**src/rtl/temp_result_avg.sv**
```systemverilog
// temp_result_avg: averages 2**AVG_LOG2 edge-captured {ib,ibf} samples and presents the result through a
// valid/ready output register with sticky overrun. Define TEMP_AVG_MINMAX_EN to add per-window min_o/max_o.
module temp_result_avg #(
  parameter int AVG_LOG2 = 2
) (
  input  logic        clk,
  input  logic        reset_n,
  input  logic [7:0]  ib,
  input  logic [7:0]  ibf,
  input  logic        valid_in,
  input  logic        clr,
  input  logic        out_ready,
  output logic [15:0] avg_o,
  output logic        avg_valid,
  output logic [4:0]  sample_cnt,
  output logic        overrun
`ifdef TEMP_AVG_MINMAX_EN
  ,
  output logic [15:0] min_o,
  output logic [15:0] max_o
`endif
);

  localparam int         AW       = 16 + AVG_LOG2;
  localparam logic [4:0] CNT_LAST = 5'((1 << AVG_LOG2) - 1);

  typedef enum logic {S_IDLE, S_ACCUM} state_t;

  state_t          r_state, w_state_nxt;
  logic            r_vin_d;
  logic [AW-1:0]   r_acc, w_acc_nxt, w_sum;
  logic [4:0]      r_cnt, w_cnt_nxt;
  logic [15:0]     r_avg;
  logic            r_avg_valid;
  logic            r_ovr;
  logic [15:0]     w_sample;
  logic            w_cap, w_last, w_load, w_xfer;

  assign w_sample = {ib, ibf};
  // A capture landing in a clr cycle is dropped; the edge register still tracks valid_in.
  assign w_cap    = valid_in & ~r_vin_d & ~clr;
  assign w_last   = (r_cnt == CNT_LAST);
  assign w_load   = w_cap & w_last;
  assign w_xfer   = r_avg_valid & out_ready;
  assign w_sum    = r_acc + AW'(w_sample);

  // Resets high so a valid_in already asserted at reset release is not seen as an edge.
  always_ff @(posedge clk or negedge reset_n) begin
    if (!reset_n) r_vin_d <= 1'b1;
    else          r_vin_d <= valid_in;
  end

  always_ff @(posedge clk or negedge reset_n) begin
    if (!reset_n) begin
      r_state <= S_IDLE;
      r_acc   <= '0;
      r_cnt   <= '0;
    end else begin
      r_state <= w_state_nxt;
      r_acc   <= w_acc_nxt;
      r_cnt   <= w_cnt_nxt;
    end
  end

  always_comb begin
    w_state_nxt = r_state;
    w_acc_nxt   = r_acc;
    w_cnt_nxt   = r_cnt;
    if (clr) begin
      w_state_nxt = S_IDLE;
      w_acc_nxt   = '0;
      w_cnt_nxt   = '0;
    end else begin
      unique case (r_state)
        S_IDLE: begin
          // With a one-sample window the first capture is also the last; stay in IDLE.
          if (w_cap && !w_last) begin
            w_state_nxt = S_ACCUM;
            w_acc_nxt   = w_sum;
            w_cnt_nxt   = r_cnt + 5'd1;
          end
        end
        S_ACCUM: begin
          if (w_cap) begin
            if (w_last) begin
              w_state_nxt = S_IDLE;
              w_acc_nxt   = '0;
              w_cnt_nxt   = '0;
            end else begin
              w_acc_nxt   = w_sum;
              w_cnt_nxt   = r_cnt + 5'd1;
            end
          end
        end
        default: w_state_nxt = S_IDLE;
      endcase
    end
  end

  // Output register: a new result wins over a transfer in the same cycle.
  always_ff @(posedge clk or negedge reset_n) begin
    if (!reset_n) begin
      r_avg       <= 16'h0000;
      r_avg_valid <= 1'b0;
    end else if (w_load) begin
      r_avg       <= w_sum[AW-1:AVG_LOG2];
      r_avg_valid <= 1'b1;
    end else if (w_xfer) begin
      r_avg_valid <= 1'b0;
    end
  end

  always_ff @(posedge clk or negedge reset_n) begin
    if (!reset_n)                                 r_ovr <= 1'b0;
    else if (clr)                                 r_ovr <= 1'b0;
    else if (w_load && r_avg_valid && !out_ready) r_ovr <= 1'b1;
  end

  assign avg_o      = r_avg;
  assign avg_valid  = r_avg_valid;
  assign sample_cnt = r_cnt;
  assign overrun    = r_ovr;

`ifdef TEMP_AVG_MINMAX_EN
  logic [15:0] r_wmin, r_wmax, w_wmin, w_wmax;
  logic [15:0] r_min, r_max;

  // The first sample of a window (IDLE) restarts the running extremes.
  assign w_wmin = ((r_state == S_IDLE) || (w_sample < r_wmin)) ? w_sample : r_wmin;
  assign w_wmax = ((r_state == S_IDLE) || (w_sample > r_wmax)) ? w_sample : r_wmax;

  always_ff @(posedge clk or negedge reset_n) begin
    if (!reset_n) begin
      r_wmin <= 16'hFFFF;
      r_wmax <= 16'h0000;
      r_min  <= 16'hFFFF;
      r_max  <= 16'h0000;
    end else if (w_cap) begin
      r_wmin <= w_wmin;
      r_wmax <= w_wmax;
      if (w_last) begin
        r_min <= w_wmin;
        r_max <= w_wmax;
      end
    end
  end

  assign min_o = r_min;
  assign max_o = r_max;
`endif

endmodule

```
**config.mk**
```make
export PLATFORM = sky130hd
export DESIGN_NAME = temp_result_avg
export DESIGN_NICKNAME = d
export VERILOG_FILES = /design/src/rtl/temp_result_avg.sv
export SDC_FILE = /design/constraint.sdc
export NUM_CORES = 1
export LEC_CHECK = 0
export CAP_MARGIN = 20
export CORE_MARGIN = 2
export CORE_UTILIZATION = 50
export CTS_CLUSTER_DIAMETER = 60
export DETAILED_ROUTE_END_ITERATION = 12
export MAX_ROUTING_LAYER = met4
export PLACE_DENSITY = 0.84
export SETUP_SLACK_MARGIN = 0.3
export SLEW_MARGIN = 20
export SYNTH_ARGS = -nofsm -noshare
export SYNTH_HDL_FRONTEND = slang
export SYNTH_SLANG_ARGS = --single-unit
```
**constraint.sdc**
```tcl
create_clock -name clk -period 2.66 [get_ports clk]
set_input_delay 0.399 -clock clk [delete_from_list [all_inputs] [get_ports clk]]
set_output_delay 0.399 -clock clk [all_outputs]
set_load 0.03 [all_outputs]
```
# Yosys cells after proc, flatten, opt, wreduce, memory -nomap -nowiden
# Cells that the tools add are included.
# W data, S select, Z words.
dict set report word_totals {
  regBits 43
  in_bits 21
  out_inout_bits 23
  elab_cells 46
}
dict set report op_classes {
  add_sub_neg 2
  n_eq_ne 3
  mux 19
  n_bitwise 7
  n_reduce_logical 8
}
# cell n
set op_table {}
lappend op_table {{$mux W18} 4}
lappend op_table {{$pmux W18 S2} 1}
lappend op_table {{$mux W5} 4}
lappend op_table {{$add A18 B16 Y18} 1}
lappend op_table {{$pmux W5 S2} 1}
lappend op_table {{$mux W1} 8}
lappend op_table {{$add A5 B1 Y5 const B} 1}
lappend op_table {{$eq A5 B2 Y1 const B} 1}
lappend op_table {{$and A1 B1 Y1} 4}
lappend op_table {{$reduce_bool A2 Y1} 2}
lappend op_table {{$logic_and A1 B1 Y1} 3}
lappend op_table {{$ne A3 B2 Y1 const B} 1}
lappend op_table {{$ne A3 B3 Y1 const B} 1}
lappend op_table {{$not A1 Y1} 3}
lappend op_table {{$logic_not A1 Y1} 2}
lappend op_table {{$pmux W1 S2} 1}
lappend op_table {{$reduce_and A2 Y1} 1}

# Longest topological paths before layout
dict set report logic_depth {
  ltp_word 8
  mapped_depth 8
  mapped_depth_nobuf 8
}

# Least setup slack after synthesis
# No wires, ideal clock.
dict set report synth_timing {
  kind {input -> register}
  startpoint {input port ibf[0]}
  endpoint {register r_avg[8] (netlist: avg_o[8])}
  setup_time_ns 0.125
  arrival_ns 2.032
  required_ns 2.535
  path_slack_ns 0.503
  path_stages 8
  n_path_buf 0
  cell_sequence {ha_1 > fa_1 > a21oi_1 > o21ai_0 > a21oi_1 > o21bai_1 > xor2_1 > mux2_2}
}
dict set report synth_between {
  elab_chain_len 1
}
# element line_no
set synth_rtl {}
lappend synth_rtl {{start, declared} 9} ;# input logic [7:0] ibf,
lappend synth_rtl {{$add A18 B16 Y18} 45} ;# assign w_sum = r_acc + AW'(w_sample);
lappend synth_rtl {{end signal, assigned} 106} ;# r_avg <= w_sum[AW-1:AVG_LOG2];
lappend synth_rtl {{end, declared} 33} ;# logic [15:0] r_avg;
# No other way between the ends.
# A chain may end at the register's enable or synchronous reset.

# Worst setup path in the final report
dict set report layout_timing {
  startpoint {input port ibf[1]}
  endpoint {register r_acc[11]}
}
dict set report layout_between {
  elab_chain_len 5
  word_cells_on_any_way 6
  cone_classes {add/sub (1); mux (5)}
}
# element line_no
set layout_rtl {}
lappend layout_rtl {{$add A18 B16 Y18 (*)} 45}
lappend layout_rtl {{$mux W18} 85} ;# if (w_last) begin
lappend layout_rtl {{$mux W18} 84} ;# if (w_cap) begin
lappend layout_rtl {{$pmux W18 S2 (*)} 74} ;# unique case (r_state)
lappend layout_rtl {{$mux W18 (*)} 69} ;# if (clr) begin
lappend layout_rtl {{end signal, assigned} 60} ;# r_acc <= w_acc_nxt;
lappend layout_rtl {{end, declared} 31} ;# logic [AW-1:0] r_acc, w_acc_nxt, w_sum;
# Mark *: on every way between the ends. The rest lies on a longest branch, timed or not. The select of a mux whose other input is x is not followed.

==> summary.md <==
| Metric | Value |
|---|---|
| Status | `complete, no violations` |
| Core area | `~0.0048 mm2` |
| PortBufs | `43` |
| Placer Congestion | `0.923` |
| Worst setup startpoint | `ibf[1]` |
| Via/cell ratio | `5.59` |
| Top achievable clock speed | `440 MHz` |
| Largest fanout on the critical path | `3` |
| Reg2reg end | `avg_o[12]$_DFFE_PN0P_` |
| IO Count | `44` |
| Reg2Reg Depth | `8` |
| Synth Instances | `253` |
| Max rail drop VDD | `0.324 mV` |
| Drt first pass iters | `4` |
| Clk Latency, worst-skew pair | `about 0.30 ns` |
| CTS Buf Count | `5` |
| Minimum clock period | `2.27 ns` |
| Clk buf depth | `2` |
| Cell row count | `25` |
| H-tree Lvls | `2` |
| Slew Limit Fails | `0` |
| Hold WC Path Type | `in2async` |
| Initial DRC count | `73` |
| P per Cell Area | `509 mW/mm2` |
| Syn_area_per_cell | `10.1 um2` |
| Width of the die | `75.4 um` |
| Drt drc | `0` |
| Initial antenna violation count | `0` |
| Slew headroom | `34.6%` |
| Final hold vios | `0` |
| Worst Tran Pin Value | `about 0.98 ns` |
| Hold WS | `0.250 ns` |
| Syn nets | `292` |
| Max-cap violations | `0` |
| Post-DP HPWL | `between 4000 and 5000 um` |
| Grt total ovfl | `0` |
| Final setup vio count | `0` |
| Clk slew on worst S/H paths | `0.09 ns` |
| CTS root buffer | `clkbuf_8` |
| Crit share post-route | `a little under nine tenths` |
| Largest net degree at the start of global routing | `44` |
| CP endpoint kind | `register` |
| # fillers | `just over 400` |
| Post-synth cell types | `53` |
| Routed vias | `approximately 2.1k` |
| Cell area after synthesis | `0.00255 mm2` |
| Area Growth Syn to Fin | `25.3%` |
| CP max stage cell | `clkdlybuf4s50_1` |
| Clock Sinks | `43` |
| Share of layout cells above drive strength 1 | `15.9%` |
| CTS tree | `yes` |
| Synthesized flop and latch total | `43` |
| DIE HEIGHT | `75.4 um` |
| Die area | `0.00568 mm2` |
| Starting Density | `52.9%` |
| Reg2reg start | `r_acc[0]$_DFFE_PN0P_` |
| Commonest cells after routing, fill and taps aside | `dfrtp_1, clkdlybuf4s50_1, nand2_1` |
| CP arrival | `2.46 ns` |
| Crit Path Class | `in2reg` |
| Critical Path Start Type | `input port` |
| Worst path max stage delay | `approximately 0.46 ns` |
| Final core occ | `66.3%` |
| Final Skew | `0.00814 ns` |
| Total track usage | `22.9%` |
| CP Data Required Time | `around 2.9 ns` |
| Number of global-route vias before repair | `1999` |
| Post-route ant nets | `0` |
| Setup WS post-layout | `roughly 0.39 ns` |
| Synth warn | `0` |
| Routed len/inst | `15.7 um` |
| Cell Chain, Critical Path | `clkdlybuf4s50_1, ha_1, a21o_1, and4_1, o21ai_2, a21oi_1, or3_1, a32o_1` |
| CP Capture Point | `r_acc[11]$_DFFE_PN0P_` |
| Leak Pwr | `roughly 0.0014 uW` |
| ANT cells | `0` |
| R2R setup slack | `roughly 0.54 ns` |
| First-pass GRT wire length | `9580 um` |
| Seq/Total Area, Yosys | `42.3%` |
| Final WL | `5800 um` |
| RSZ-0062 raised after global routing | `false` |
| Pre-CTS setup slack | `-0.0615 ns` |
| Layout net count | `340` |
[layout make-up]
cell class / instances / area, um2 / area share (%)
Clock buffer: 5 / 68.8 / 2.16
Multi-Input combinational cell: 188 / 1390 / 43.6
Clock inverter: 3 / 25.0 / 0.784
Tap cell: 67 / 83.8 / 2.63
Sequential cell: 43 / 1080 / 33.8
Timing Repair Buffer: 55 / 515 / 16.2
Inverter: 8 / 30.0 / 0.941
[worst min-delay path by stage]
| stage | endpoint | slack [ns] | cells past startpoint |
|---|---|---|---|
| floorplan | avg_o[0]$_DFFE_PN0P_ | 0.10 | 0 |
| global placement | avg_o[3]$_DFFE_PN0P_ | 0.46 | 2 |
| detailed placement | avg_o[14]$_DFFE_PN0P_ | 0.47 | 2 |
| CTS | avg_o[7]$_DFFE_PN0P_ | 0.27 | 1 |
| global route | avg_o[10]$_DFFE_PN0P_ | 0.32 | 1 |
| finish | avg_o[10]$_DFFE_PN0P_ | 0.25 | 1 |
[flip-flops by register name, summed over array words and instances, names as in the netlist]
name / count
avg_valid: 1
sample_cnt: 5
r_vin_d: 1
r_state: 1
r_acc: 18
overrun: 1
avg_o: 16
[critical path: cells and delay by family]
kind | cells | cell delay [ns]
AOI/OAI and AO/OA | 4 | 0.70
adders and majority gates | 1 | 0.31
buffers and inverters | 1 | 0.46
and+or+nand+nor | 2 | 0.58
[stage by stage]
stage / cell area, um2 / TNS [ns] / total power (uW) / std cells
after CTS: 3150 / 0 / 1630 / 368
final: 3190 / 0 / 1630 / 369
after global routing: 3190 / 0 / 1710 / 369
after global placement: 3060 / 0 / 1180 / 360
after detailed placement: 3060 / -0.127 / 1190 / 360
after floorplan: 2550 / 0 / 1050 / 253
[what timing repair did]
action,in CTS,in global routing
pin swaps,0,5
setup buffers,0,1
endpoints found under the setup margin,2,9
resized for setup,1,9
cloned,0,0
hold buffers,0,0
[cells by family after synthesis]
family          after synthesis  share of synthesized area, %
buf+inv                      22                          4.42
xor+xnor                     16                          5.50
flops                        43                          42.3
simple gates                 67                          13.4
compound gates               79                          21.6
mux                           8                          3.68
fa+ha+maj                    18                          9.14
[synthesized netlist by cell type, drive strengths merged]
cell type  number  share of area (%)
xor2            8                2.8
fa              1               0.79
o221ai          1               0.34
a21boi          1               0.29
o22ai           1               0.25
a21o            6                1.8
nor2            8                1.2
o21ai          24                5.0
clkbuf          4               0.59
o211ai          5                1.7
nand2          30                4.5
a21oi          14                2.9
buf            10                2.7
inv             8                1.2
nand4           8                2.0
a32o            1               0.39
and2            4               0.98
ha             17                8.3
o21bai          1               0.29
a221oi          1               0.34
and3b           1               0.34
and2b           1               0.29
o21ba           1               0.64
mux2            8                3.7
nor2b           2               0.49
and4            1               0.34
nand3           3               0.59
a31o            1               0.34
a31oi           1               0.25
xnor2           8                2.8
nand3b          1               0.29
a211oi          1               0.49
dfstp           1                1.0
dfrtp          42                 41
o21a            3               0.88
or3             2               0.49
nor3            2               0.39
o31a            2               0.69
nor3b           1               0.49
a22o           11                3.8
o31ai           4                1.2
nand2b          3                1.0
[metal layers]
layer	share of wire, %	global-route usage, %
met3	4.0	4.10
met4	1.3	5.65
met5	0	-
met2	46	34.7
met1	49	32.2
[report_power, final]
| part | total (uW) | leakage, uW | internal [uW] | switching, uW |
|---|---|---|---|---|
| registers | 738 | 0.000587 | 700 | 37.8 |
| clock network | 432 | 0.0000443 | 188 | 244 |
| logic | 456 | 0.000815 | 207 | 250 |
| total | 1630 | 0.00145 | 1090 | 532 |
Note: power is estimated with default switching activity, not from simulation.
